--- src/rtl/store_buffer_if.sv ---
// CPU request/response and data-memory signals of the store buffer.
// slave is the buffer's side; master is the CPU/memory environment side.
interface store_buffer_if #(
    parameter int unsigned DEPTH = 4
);
    localparam int unsigned CW = $clog2(DEPTH) + 1;

    logic          req_valid;
    logic          req_ready;
    logic          req_write;
    logic [4:0]    req_addr;
    logic [31:0]   req_wdata;
    logic          rsp_valid;
    logic [31:0]   rsp_rdata;
    logic [4:0]    dm_addr;
    logic [31:0]   dm_data;
    logic          dm_memWrite;
    logic          dm_memRead;
    logic [31:0]   dm_readData;
    logic [CW-1:0] count;
    logic          empty;

    modport slave (
        input  req_valid, req_write, req_addr, req_wdata, dm_readData,
        output req_ready, rsp_valid, rsp_rdata, dm_addr, dm_data, dm_memWrite, dm_memRead,
               count, empty
    );

    modport master (
        output req_valid, req_write, req_addr, req_wdata, dm_readData,
        input  req_ready, rsp_valid, rsp_rdata, dm_addr, dm_data, dm_memWrite, dm_memRead,
               count, empty
    );
endinterface

--- src/rtl/store_buffer.sv ---
// Write-behind store buffer: stores queue in FIFO order and drain to memory one per idle cycle;
// loads forward from the youngest matching buffered store or read data memory.
module store_buffer #(
    parameter int unsigned DEPTH = 4
) (
    input logic           clk,
    input logic           reset,
    store_buffer_if.slave bus
);
    localparam int unsigned PW = $clog2(DEPTH);
    localparam int unsigned CW = PW + 1;

    typedef enum logic [1:0] {StIdle, StRead, StResp} state_e;

    state_e        r_state, w_state_d;
    logic [4:0]    r_addr [DEPTH];
    logic [31:0]   r_data [DEPTH];
    logic [PW-1:0] r_head, r_tail;
    logic [CW-1:0] r_count;
    logic [4:0]    r_ld_addr;
    logic [31:0]   r_rdata;

    logic          w_full, w_accept, w_load, w_store, w_drain, w_hit;
    logic [31:0]   w_fwd_data;
    logic [PW-1:0] w_idx;

    assign w_full        = (r_count == CW'(DEPTH));
    assign bus.req_ready = reset && (r_state == StIdle) && (!bus.req_write || !w_full);
    assign w_accept      = bus.req_valid && bus.req_ready;
    assign w_load        = w_accept && !bus.req_write;
    assign w_store       = w_accept && bus.req_write;
    // An accepted load blocks the drain, so the whole buffer is searched below.
    assign w_drain       = (r_state == StIdle) && (r_count != '0) && !w_load;

    assign bus.count     = r_count;
    assign bus.empty     = (r_count == '0);
    assign bus.rsp_rdata = r_rdata;

    // Walk from head to tail; later hits overwrite earlier ones so the youngest wins.
    always_comb begin
        w_hit      = 1'b0;
        w_fwd_data = '0;
        w_idx      = r_head;
        for (int unsigned i = 0; i < DEPTH; i++) begin
            w_idx = r_head + PW'(i);
            if ((CW'(i) < r_count) && (r_addr[w_idx] == bus.req_addr)) begin
                w_hit      = 1'b1;
                w_fwd_data = r_data[w_idx];
            end
        end
    end

    always_comb begin
        w_state_d       = r_state;
        bus.rsp_valid   = 1'b0;
        bus.dm_addr     = '0;
        bus.dm_data     = '0;
        bus.dm_memWrite = 1'b0;
        bus.dm_memRead  = 1'b0;
        unique case (r_state)
            StIdle: begin
                if (w_load) w_state_d = w_hit ? StResp : StRead;
                if (w_drain) begin
                    bus.dm_memWrite = 1'b1;
                    bus.dm_addr     = r_addr[r_head];
                    bus.dm_data     = r_data[r_head];
                end
            end
            StRead: begin
                bus.dm_memRead = 1'b1;
                bus.dm_addr    = r_ld_addr;
                w_state_d      = StResp;
            end
            StResp: begin
                bus.rsp_valid = 1'b1;
                w_state_d     = StIdle;
            end
            default: w_state_d = StIdle;
        endcase
    end

    always_ff @(posedge clk or negedge reset) begin
        if (!reset) begin
            r_state   <= StIdle;
            r_head    <= '0;
            r_tail    <= '0;
            r_count   <= '0;
            r_ld_addr <= '0;
            r_rdata   <= '0;
        end else begin
            r_state <= w_state_d;
            if (w_store) r_tail <= r_tail + PW'(1);
            if (w_drain) r_head <= r_head + PW'(1);
            r_count <= r_count + CW'(w_store) - CW'(w_drain);
            if (w_load) begin
                r_ld_addr <= bus.req_addr;
                if (w_hit) r_rdata <= w_fwd_data;
            end
            if (r_state == StRead) r_rdata <= bus.dm_readData;
        end
    end

    // Entry storage needs no reset: only slots between head and tail are ever read.
    always_ff @(posedge clk) begin
        if (w_store) begin
            r_addr[r_tail] <= bus.req_addr;
            r_data[r_tail] <= bus.req_wdata;
        end
    end
endmodule
--- src/flat_wrapper.sv ---
// flat-port wrapper written by rule: the top's interface ports become plain ports
module store_buffer_flat 
#(
    parameter int unsigned DEPTH = 4
)
  (clk, reset, bus_req_valid, bus_req_write, bus_req_addr, bus_req_wdata, bus_dm_readData, bus_req_ready, bus_rsp_valid, bus_rsp_rdata, bus_dm_addr, bus_dm_data, bus_dm_memWrite, bus_dm_memRead, bus_count, bus_empty);
  store_buffer_if #(.DEPTH(DEPTH)) bus_i ();
  input logic clk;
  input logic reset;
  input wire logic [$bits(bus_i.req_valid)-1:0] bus_req_valid;
  input wire logic [$bits(bus_i.req_write)-1:0] bus_req_write;
  input wire logic [$bits(bus_i.req_addr)-1:0] bus_req_addr;
  input wire logic [$bits(bus_i.req_wdata)-1:0] bus_req_wdata;
  input wire logic [$bits(bus_i.dm_readData)-1:0] bus_dm_readData;
  output wire logic [$bits(bus_i.req_ready)-1:0] bus_req_ready;
  output wire logic [$bits(bus_i.rsp_valid)-1:0] bus_rsp_valid;
  output wire logic [$bits(bus_i.rsp_rdata)-1:0] bus_rsp_rdata;
  output wire logic [$bits(bus_i.dm_addr)-1:0] bus_dm_addr;
  output wire logic [$bits(bus_i.dm_data)-1:0] bus_dm_data;
  output wire logic [$bits(bus_i.dm_memWrite)-1:0] bus_dm_memWrite;
  output wire logic [$bits(bus_i.dm_memRead)-1:0] bus_dm_memRead;
  output wire logic [$bits(bus_i.count)-1:0] bus_count;
  output wire logic [$bits(bus_i.empty)-1:0] bus_empty;
  assign bus_i.req_valid = bus_req_valid;
  assign bus_i.req_write = bus_req_write;
  assign bus_i.req_addr = bus_req_addr;
  assign bus_i.req_wdata = bus_req_wdata;
  assign bus_i.dm_readData = bus_dm_readData;
  assign bus_req_ready = bus_i.req_ready;
  assign bus_rsp_valid = bus_i.rsp_valid;
  assign bus_rsp_rdata = bus_i.rsp_rdata;
  assign bus_dm_addr = bus_i.dm_addr;
  assign bus_dm_data = bus_i.dm_data;
  assign bus_dm_memWrite = bus_i.dm_memWrite;
  assign bus_dm_memRead = bus_i.dm_memRead;
  assign bus_count = bus_i.count;
  assign bus_empty = bus_i.empty;
  store_buffer #(.DEPTH(DEPTH)) u_core (.clk(clk), .reset(reset), .bus(bus_i));
endmodule
--- config.mk ---
export PLATFORM = sky130hd
export DESIGN_NAME = store_buffer_flat
export DESIGN_NICKNAME = d
export VERILOG_FILES = /design/src/rtl/store_buffer_if.sv /design/src/rtl/store_buffer.sv /design/src/flat_wrapper.sv
export SDC_FILE = /design/constraint.sdc
export NUM_CORES = 1
export LEC_CHECK = 0
export BUFFER_PORTS_ARGS = -buffer_cell sky130_fd_sc_hd__clkbuf_2
export CORE_MARGIN = 1.5
export CORE_UTILIZATION = 61
export CTS_BUF_LIST = sky130_fd_sc_hd__clkbuf_2
export DETAILED_ROUTE_END_ITERATION = 10
export HOLD_SLACK_MARGIN = 0.08
export PLACE_DENSITY = 0.91
export SYNTH_ARGS = -nofsm -noshare
export SYNTH_HDL_FRONTEND = slang
export SYNTH_SLANG_ARGS = --single-unit
--- constraint.sdc ---
create_clock -name clk -period 3.4 [get_ports clk]
set_input_delay 0.85 -clock clk [delete_from_list [all_inputs] [get_ports clk]]
set_output_delay 0.85 -clock clk [all_outputs]
set_load 0.1 [all_outputs]
# --- Word-level counts from Yosys, hierarchy flattened ---
# Memories as Yosys holds them, arrays and structs flattened.
# Cells that the tools add are included.
totals:
  in_bits: 73
  register_bits: 46
  n_memories: 2
  ram_bits: 148
  elab_cells: 71
memory_table:
  columns: ["name", "words", "width", "rd", "rd_ports_with_merged_regs", "wr", "line", "source"]
  rows:
  - ["u_core.r_data", 4, 32, 4, 0, 1, "store_buffer.sv:17", "logic [31:0] r_data [DEPTH];"]
  - ["u_core.r_addr", 4, 5, 4, 0, 1, "store_buffer.sv:16", "logic [4:0] r_addr [DEPTH];"]
classes:
  muxes: 24
  n_addsub: 6
  magnitude_cmp: 4
  n_reduce_logical: 21
  n_eq_ne: 8
op_table:
  columns: ["operator", "count"]
  rows:
  - ["$mux 32", 9]
  - ["$eq 5x5->1", 4]
  - ["$logic_and 1x1->1", 11]
  - ["$mux 1", 10]
  - ["$pmux 5 s2", 1]
  - ["$lt 1x3->1 const A", 2]
  - ["$lt 2x3->1 const A", 2]
  - ["$mux 5", 1]
  - ["$add 2x1->2 const B", 2]
  - ["$add 2x2->2 const B", 2]
  - ["$mux 2", 2]
  - ["$pmux 2 s2", 1]
  - ["$reduce_bool 2->1", 2]
  - ["$add 3x1->3", 1]
  - ["$eq 3x3->1 const B", 1]
  - ["$logic_not 1->1", 3]
  - ["$logic_not 3->1", 1]
  - ["$reduce_bool 3->1", 1]
  - ["$sub 3x1->3", 1]
  - ["$eq 2x1->1 const B", 1]
  - ["$eq 2x2->1 const B", 1]
  - ["$logic_not 2->1", 1]
  - ["$ne 2x1->1 const B", 1]
  - ["$reduce_and 2->1", 1]
  - ["$logic_or 1x1->1", 1]

# --- Longest topological paths before layout ---
# Gate-level depths: netlist of run 1.
logic_depth:
  word_depth: 10
  depth_mapped: 13
  ltp_nobuf: 12

# --- Worst setup path before layout of run 1 ---
# OpenSTA, ideal clock, no wires.
synth_timing:
  path_type: "register -> output"
  from: "register u_core.r_count[0], in the netlist u_core.bus.count[0]"
  to: "output port bus_dm_addr[0]"
  n_path_buf: 1
  setup_slack_ps: -2261
  path_stages_with_launch: 8
  arrival_ps: 4811
  cell_sequence: "dfrtp_1 -> inv_1 -> a41oi_1 -> nand3b_1 -> nand3b_1 -> inv_1 -> buf_1 -> a22o_1"
synth_via:
  elab_chain_cells: 10
  elab_cells_between_ends: 12
  cone_classes: "1 x eq/ne; 2 x mux; 9 x reduce/logical"
synth_rtl:
  columns: ["element", "line", "source"]
  rows:
  - ["start, declared", "store_buffer.sv:19", "logic [CW-1:0] r_count;"]
  - ["start signal, assigned", "store_buffer.sv:94", "r_count <= r_count + CW'(w_store) - CW'(w_drain);"]
  - ["$eq 3x3->1", "store_buffer.sv:27", "assign w_full = (r_count == CW'(DEPTH));"]
  - ["$logic_not 1->1", "store_buffer.sv:28", "assign bus.req_ready = reset && (r_state == StIdle) && (!bus.req_write || !w_full);"]
  - ["$logic_or 1x1->1", "store_buffer.sv:28", null]
  - ["$logic_and 1x1->1", "store_buffer.sv:28", null]
  - ["named net bus_req_ready", "flat_wrapper.sv:15", "output wire logic [$bits(bus_i.req_ready)-1:0] bus_req_ready;"]
  - ["$logic_and 1x1->1", "store_buffer.sv:29", "assign w_accept = bus.req_valid && bus.req_ready;"]
  - ["$logic_and 1x1->1", "store_buffer.sv:30", "assign w_load = w_accept && !bus.req_write;"]
  - ["$logic_not 1->1", "store_buffer.sv:33", "assign w_drain = (r_state == StIdle) && (r_count != '0) && !w_load;"]
  - ["$logic_and 1x1->1", "store_buffer.sv:33", null]
  - ["$mux 5", "store_buffer.sv:63", "if (w_drain) begin"]
  - ["$pmux 5 s2", "store_buffer.sv:60", "unique case (r_state)"]
  - ["end, declared", "flat_wrapper.sv:18", "output wire logic [$bits(bus_i.dm_addr)-1:0] bus_dm_addr;"]
# The timed path passes the listed nets, and every way through them passes these cells.

# --- Final worst setup path of run 1 ---
layout_timing:
  from: "register u_core.r_state[0]"
  to: "output port bus_dm_addr[1]"
layout_via:
  elab_chain_cells: 9
  elab_cells_between_ends: 11
  cone_classes: "1 x eq/ne; 2 x mux; 8 x reduce/logical"
layout_rtl:
  columns: ["element", "line", "source"]
  rows:
  - ["start, declared", "store_buffer.sv:15", "state_e r_state, w_state_d;"]
  - ["start signal, assigned", "store_buffer.sv:84", "r_state <= StIdle;"]
  - ["start signal, assigned", "store_buffer.sv:91", "r_state <= w_state_d;"]
  - ["$logic_not 2->1", "store_buffer.sv:28, store_buffer.sv:33, store_buffer.sv:60", null]
  - ["$logic_and 1x1->1 (2 in a row)", "store_buffer.sv:28", null]
  - ["$logic_and 1x1->1", "store_buffer.sv:29", null]
  - ["$logic_and 1x1->1", "store_buffer.sv:30", null]
  - ["$logic_not 1->1", "store_buffer.sv:33", null]
  - ["$logic_and 1x1->1", "store_buffer.sv:33", null]
  - ["$mux 5", "store_buffer.sv:63", null]
  - ["$pmux 5 s2 *", "store_buffer.sv:60", null]
# Every way passes the cells marked *; elsewhere a longest branch is shown, timed or not.

==> impl_metrics.json, run 1 <==
{
  "cts.sinks": 194,
  "crit_path_frequent_cell": "nand3b_1",
  "skew_ps": 32.9,
  "worst_skew_pair.late_latency_ps": 780,
  "synth_top_area_share": 0.384,
  "clk_path_buf_depth": 2,
  "cts_tree": "done",
  "syn2layout_area_growth_pct": 21.8,
  "place.gp.congestion": 0.860,
  "grt_util_all_layers": 0.341,
  "hold_viol": 0,
  "cap_viol_max_count": 0,
  "wl_per_cell_um": 23.4,
  "start_util": 0.620,
  "syn_inst": 1039,
  "worstPathRequired_ps": 2550,
  "synth_area_leader_cell": "edfxtp_1",
  "ant_nets": 0,
  "grt_max_degree": 98,
  "synth_area_um2": 11600,
  "synth_area_per_cell_um2": 11.1,
  "synthArstFlopShare": 0.237,
  "cpMaxStageDelayCell": "dfrtp_1",
  "cp-start-kind": "register",
  "design_area_um2": 14100,
  "endpoint_kind": "primary output",
  "synth_nets": 1121,
  "post-synth-top-count-cell": "edfxtp_1",
  "ys_top_cells_by_area": "edfxtp_1 38%, dfrtp_1 10%, mux2i_1 5.5%",
  "numCtsBuffers": 17,
  "synth_commonest_cells": "148 x edfxtp_1, 97 x nor2_1, 93 x a21oi_1",
  "crit_cells": 9,
  "cp_data_arrival_time_ps": 2720,
  "firstDrtPassIters": 6,
  "path_cells": "nor2_4, nand2_4, a41oi_4, nand3b_1, nand3b_1, buf_6, clkinvlp_4, a22o_4, buf_12",
  "hold_slack_ps": 271,
  "path_buf_inv": 3,
  "hold-path-cell-count": 1,
  "place_area_um2": 13200,
  "totalWireLength_um": 33700,
  "synth_flop_cell": "edfxtp_1",
  "fin_cells": 1440,
  "crit_family": "simple AND/OR/NAND/NOR gates",
  "ys_warn_count": 0,
  "path_clk_slew_ps": 260,
  "vias": 9759,
  "synth_edf_count": 148,
  "worst_slack_ps": -169,
  "antenna_found_initial": 1,
  "detailedPlacementHpwl_um": 19900,
  "hold_path.class": "primary input to register",
  "timing.final.crit_share": 1.05,
  "hold_buffers": 0,
  "die_x_um": 141,
  "drt_iter0_drc": 1049,
  "violations": "negative setup slack",
  "dieArea_um2": 19800,
  "cts-root-buf": "clkbuf_2",
  "design.core.area_um2": 18600,
  "ys_seq_area_frac": 0.484,
  "drc_errors": 0,
  "htreeDepth": 4,
  "max_freq_mhz": 280,
  "rr_worst_depth": 8,
  "grt_first_pass_wirelength_um": 51400,
  "grt_pass1_vias": 9896,
  "synth_cell_type_count": 45,
  "io-pin-count": 150,
  "ys_ff_latch": 194,
  "worstSetupPathType": "register to primary output",
  "viasPerCell": 6.78,
  "post-place-cells": 1364,
  "finalSetupViolations": 21,
  "io_buffers": 149,
  "pre_cts_slack_ps": 8.64,
  "tightest_slew_ps": 941,
  "status": "finished, violations left",
  "max_stage_delay_ps": 470,
  "nNetsFinal": 1274,
  "grt_overflow": 0,
  "drive_above_1_share": 0.342,
  "slew_headroom": 0.373,
  "row_count": 50,
  "drv_slew": 0,
  "period_minus_slack_ps": 3570,
  "rsz0062_at_grt": "yes",
  "die_h_um": 141,
  "cp_max_fo": 4
}
[stage by stage]
step,setup TNS [ps],utilization
after floorplan,-19340,-
after global placement,0,0.711
after detailed placement,0,0.711
after CTS,-1930,0.751
after global routing,-8580,0.755
final,-2480,0.755
[registers in the layout (all words and copies together), names as in the netlist]
signal and count:
u_core.r_addr 20, u_core.r_state 2, u_core.bus.rsp_rdata 32, u_core.r_data 128
u_core.r_head 2, u_core.r_ld_addr 5, u_core.bus.count 3, u_core.r_tail 2
[what timing repair did]
| item | 4_1_cts | 5_1_grt |
|---|---|---|
| endpoints found under the hold margin | 0 | 0 |
| endpoints found under the setup margin | 39 | 70 |
| resized for setup | 33 | 18 |
| setup buffers | 31 | 9 |
| gates cloned | 7 | 1 |
| pin swaps | 8 | 9 |
[routing by layer]
metal  vias to the layer above  global-route usage  share of wire
met5                         -                   0              0
met4                         0               0.208          0.058
met3                       177              0.0768           0.11
met2                       742               0.575           0.48
met1                      4657               0.398           0.36
li1                       4183                   -              -
[final timing paths]
kind	startpoint	endpoint	slack, ps
worst min-delay path	bus_req_wdata[28]	u_core.r_data[1][28]	270
max in group asynchronous	reset	u_core.r_head[1]	2540
worst max-delay path	u_core.r_state[0]	bus_dm_addr[1]	-170
worst max register to register	u_core.r_head[0]	u_core.bus.rsp_rdata[30]	10
min in group asynchronous	reset	u_core.r_state[1]	280
worst min register to register	u_core.bus.rsp_rdata[23]	u_core.bus.rsp_rdata[23]	540
[layout by cell type (no fill, tap or decap), drive strengths merged, types with 2 or more instances in the layout]
master / n
edfxtp: 148
clkbuf: 131
buf: 109
nor2: 99
a21oi: 93
o21ai: 71
mux2: 69
mux2i: 64
and2: 63
dfrtp: 46
nand2: 43
nor2b: 35
or3: 32
o31ai: 32
a22oi: 30
a221oi: 26
mux4: 20
xnor2: 17
inv: 10
ha: 8
xor2: 7
a211oi: 7
clkinv: 7
clkinvlp: 6
a2111oi: 6
a22o: 5
bufbuf: 4
nor4: 4
nand4: 3
nand3b: 2
or2: 2
[cell families (layout without fill, tap and decap cells)]
group                    after synthesis  count (layout)  synth area share
flip-flops                           194             194             0.484
other                                  0               1                 0
buffers and inverters                101             267            0.0420
AO/OA/AOI/OAI                        273             273             0.148
AND/OR/NAND/NOR                      285             285             0.127
XOR/XNOR                              24              24            0.0182
multiplexers                         153             153             0.171
adder cells (fa/ha/maj)                9               9            0.0104
[final cells by class]
type | count | area (um^2)
multi-input cells | 744 | 5710
repair buffers | 224 | 2240
repair inverters | 1 | 7.51
flip-flops and latches | 194 | 5610
clock buffers | 20 | 100
clock inverters | 12 | 70.1
well taps | 234 | 293
diodes | 1 | 2.50
inverters | 10 | 45.0
fillers | 1105 | 4560
[worst reg2reg max path, stage by stage, from the launching register on]
cell       delay [ps]
dfrtp_4           560
buf_4             210
mux4_2            560
xnor2_1           280
nand4_2           350
a2111oi_0         800
a211oi_1          130
o31ai_1           270
mux2_4            180
Power of run 1 is not shown: default switching activity piles up to over one toggle a cycle in this logic, so the estimate is an artifact.
==> inputs of run 2 (changes only) <==
--- a/config.mk
+++ b/config.mk
@@ -5,6 +5,7 @@
 export SDC_FILE = /design/constraint.sdc
 export NUM_CORES = 1
 export LEC_CHECK = 0
+export ABC_AREA = 0
 export BUFFER_PORTS_ARGS = -buffer_cell sky130_fd_sc_hd__clkbuf_2
 export CORE_MARGIN = 1.5
 export CORE_UTILIZATION = 61
@@ -12,6 +13,7 @@
 export DETAILED_ROUTE_END_ITERATION = 10
 export HOLD_SLACK_MARGIN = 0.08
 export PLACE_DENSITY = 0.91
+export SKIP_LAST_GASP = 1
 export SYNTH_ARGS = -nofsm -noshare
 export SYNTH_HDL_FRONTEND = slang
 export SYNTH_SLANG_ARGS = --single-unit
==> impl_metrics.json, run 2 (same netlist as run 1, synthesis figures left out) <==
{
  "status": "finished, violations left",
  "violations": "negative setup slack",
  "numCtsBuffers": 17,
  "wl_per_cell_um": 23.4,
  "grt_pass1_vias": 9844,
  "die_x_um": 141,
  "drv_slew": 0,
  "cap_viol_max_count": 0,
  "tightest_slew_ps": 969,
  "drt_iter0_drc": 1048,
  "max_freq_mhz": 279,
  "hold_viol": 0,
  "grt_first_pass_wirelength_um": 51200,
  "htreeDepth": 4,
  "grt_max_degree": 98,
  "cts-root-buf": "clkbuf_2",
  "cp_data_arrival_time_ps": 2730,
  "cts_tree": "done",
  "grt_util_all_layers": 0.338,
  "worst_skew_pair.late_latency_ps": 790,
  "drc_errors": 0,
  "die_h_um": 141,
  "nNetsFinal": 1274,
  "num-fill-cells": 1115,
  "rsz0062_at_grt": "yes",
  "timing.final.crit_share": 1.05,
  "hold_buffers": 0,
  "post-route-util": 0.756,
  "clk_path_buf_depth": 2,
  "design.core.area_um2": 18600,
  "io_buffers": 149,
  "skew_ps": 27.0,
  "dieArea_um2": 19800,
  "hold_slack_ps": 238,
  "slew_headroom": 0.354,
  "endpoint_kind": "primary output",
  "drive_above_1_share": 0.342,
  "antenna_found_initial": 1,
  "regMostFlops": "u_core.r_data",
  "io-pin-count": 150,
  "period_minus_slack_ps": 3580,
  "detailedPlacementHpwl_um": 19900,
  "path_clk_slew_ps": 260,
  "totalWireLength_um": 33700,
  "cts.sinks": 194,
  "start_util": 0.620,
  "largest_reg_flops": 128,
  "crit-reg2reg-launch": "u_core.r_state[0]",
  "grt_overflow": 0,
  "cp-start-kind": "register",
  "cp_max_fo": 4,
  "hold_path.class": "primary input to asynchronous set/reset pin",
  "vias": 9729,
  "max_stage_delay_ps": 470,
  "worst_slack_ps": -183,
  "ant_nets": 0,
  "firstDrtPassIters": 7,
  "worstPathRequired_ps": 2550,
  "syn2layout_area_growth_pct": 21.8,
  "r2r_setup_slack_ps": 80,
  "mostFrequentLayoutCells": "148 x edfxtp_1, 130 x clkbuf_2, 90 x nor2_1, 90 x a21oi_1, 68 x o21ai_0",
  "crit_path_frequent_cell": "nand3b_1",
  "cpMaxStageDelayCell": "dfrtp_1",
  "place.gp.congestion": 0.860,
  "startpoint": "u_core.r_state[0]",
  "viasPerCell": 6.75,
  "row_count": 50,
  "finalSetupViolations": 32,
  "path_cells": "nor2_4, nand2_4, a41oi_4, nand3b_1, nand3b_1, buf_6, clkinvlp_4, a22o_4, buf_12",
  "worstSetupPathType": "register to primary output",
  "final_common_cell": "edfxtp_1"
}
run 2: worst max-delay path: cells and delay by family (launching register included):
kind	cells	cell delay, ps
and+or+nand+nor	4	580
DFF	1	470
buffers and inverters	3	450
AOI/OAI and AO/OA	2	440
run 2: path summary, 6_finish.rpt:
| check | endpoint | cells past startpoint |
|---|---|---|
| worst max-delay path | bus_dm_addr[1] | 9 |
| worst min-delay path | u_core.bus.rsp_rdata[27] | 2 |
| worst max register to register | u_core.bus.rsp_rdata[28] | 19 |
| worst min register to register | u_core.bus.rsp_rdata[23] | 1 |
| max in group asynchronous | u_core.r_head[1] | 2 |
| min in group clk | u_core.r_data[3][28] | 1 |
run 2: per-layer routing:
metal,vias to the layer above,GRT usage,part of all wire
met2,717,0.573,0.48
met1,4638,0.396,0.36
met4,0,0.202,0.055
met5,-,0,0
met3,172,0.0740,0.10
li1,4202,-,-
run 2: repair_timing:
action                                  in CTS  in global routing
gates resized for setup                     31                 20
gates cloned                                 7                  1
endpoints found under the setup margin      39                 70
setup buffers                               31                  9
pin swaps                                    8                  9
run 2: area by class of cell:
class	count	area, um^2	share of cell area
clock inverters	12	70.1	0.00497
multi-input cells	744	5710	0.406
repair inverters	1	7.51	0.000533
diodes	2	5.00	0.000355
repair buffers	224	2240	0.159
well taps	234	293	0.0208
inverters	10	45.0	0.00320
clock buffers	20	100	0.00711
flip-flops and latches	194	5610	0.398
run 2: per-stage QoR:
stage	area, um^2	setup TNS (ps)	cells	setup WS, ps
floorplan	11700	-19340	1039	-539
global placement	13200	0	1364	279
detailed placement	13200	0	1364	8.64
CTS	14000	-2740	1434	-125
global route	14100	-8850	1440	-348
finish	14100	-2820	1441	-183
Power of run 2 is left out for the same reason.
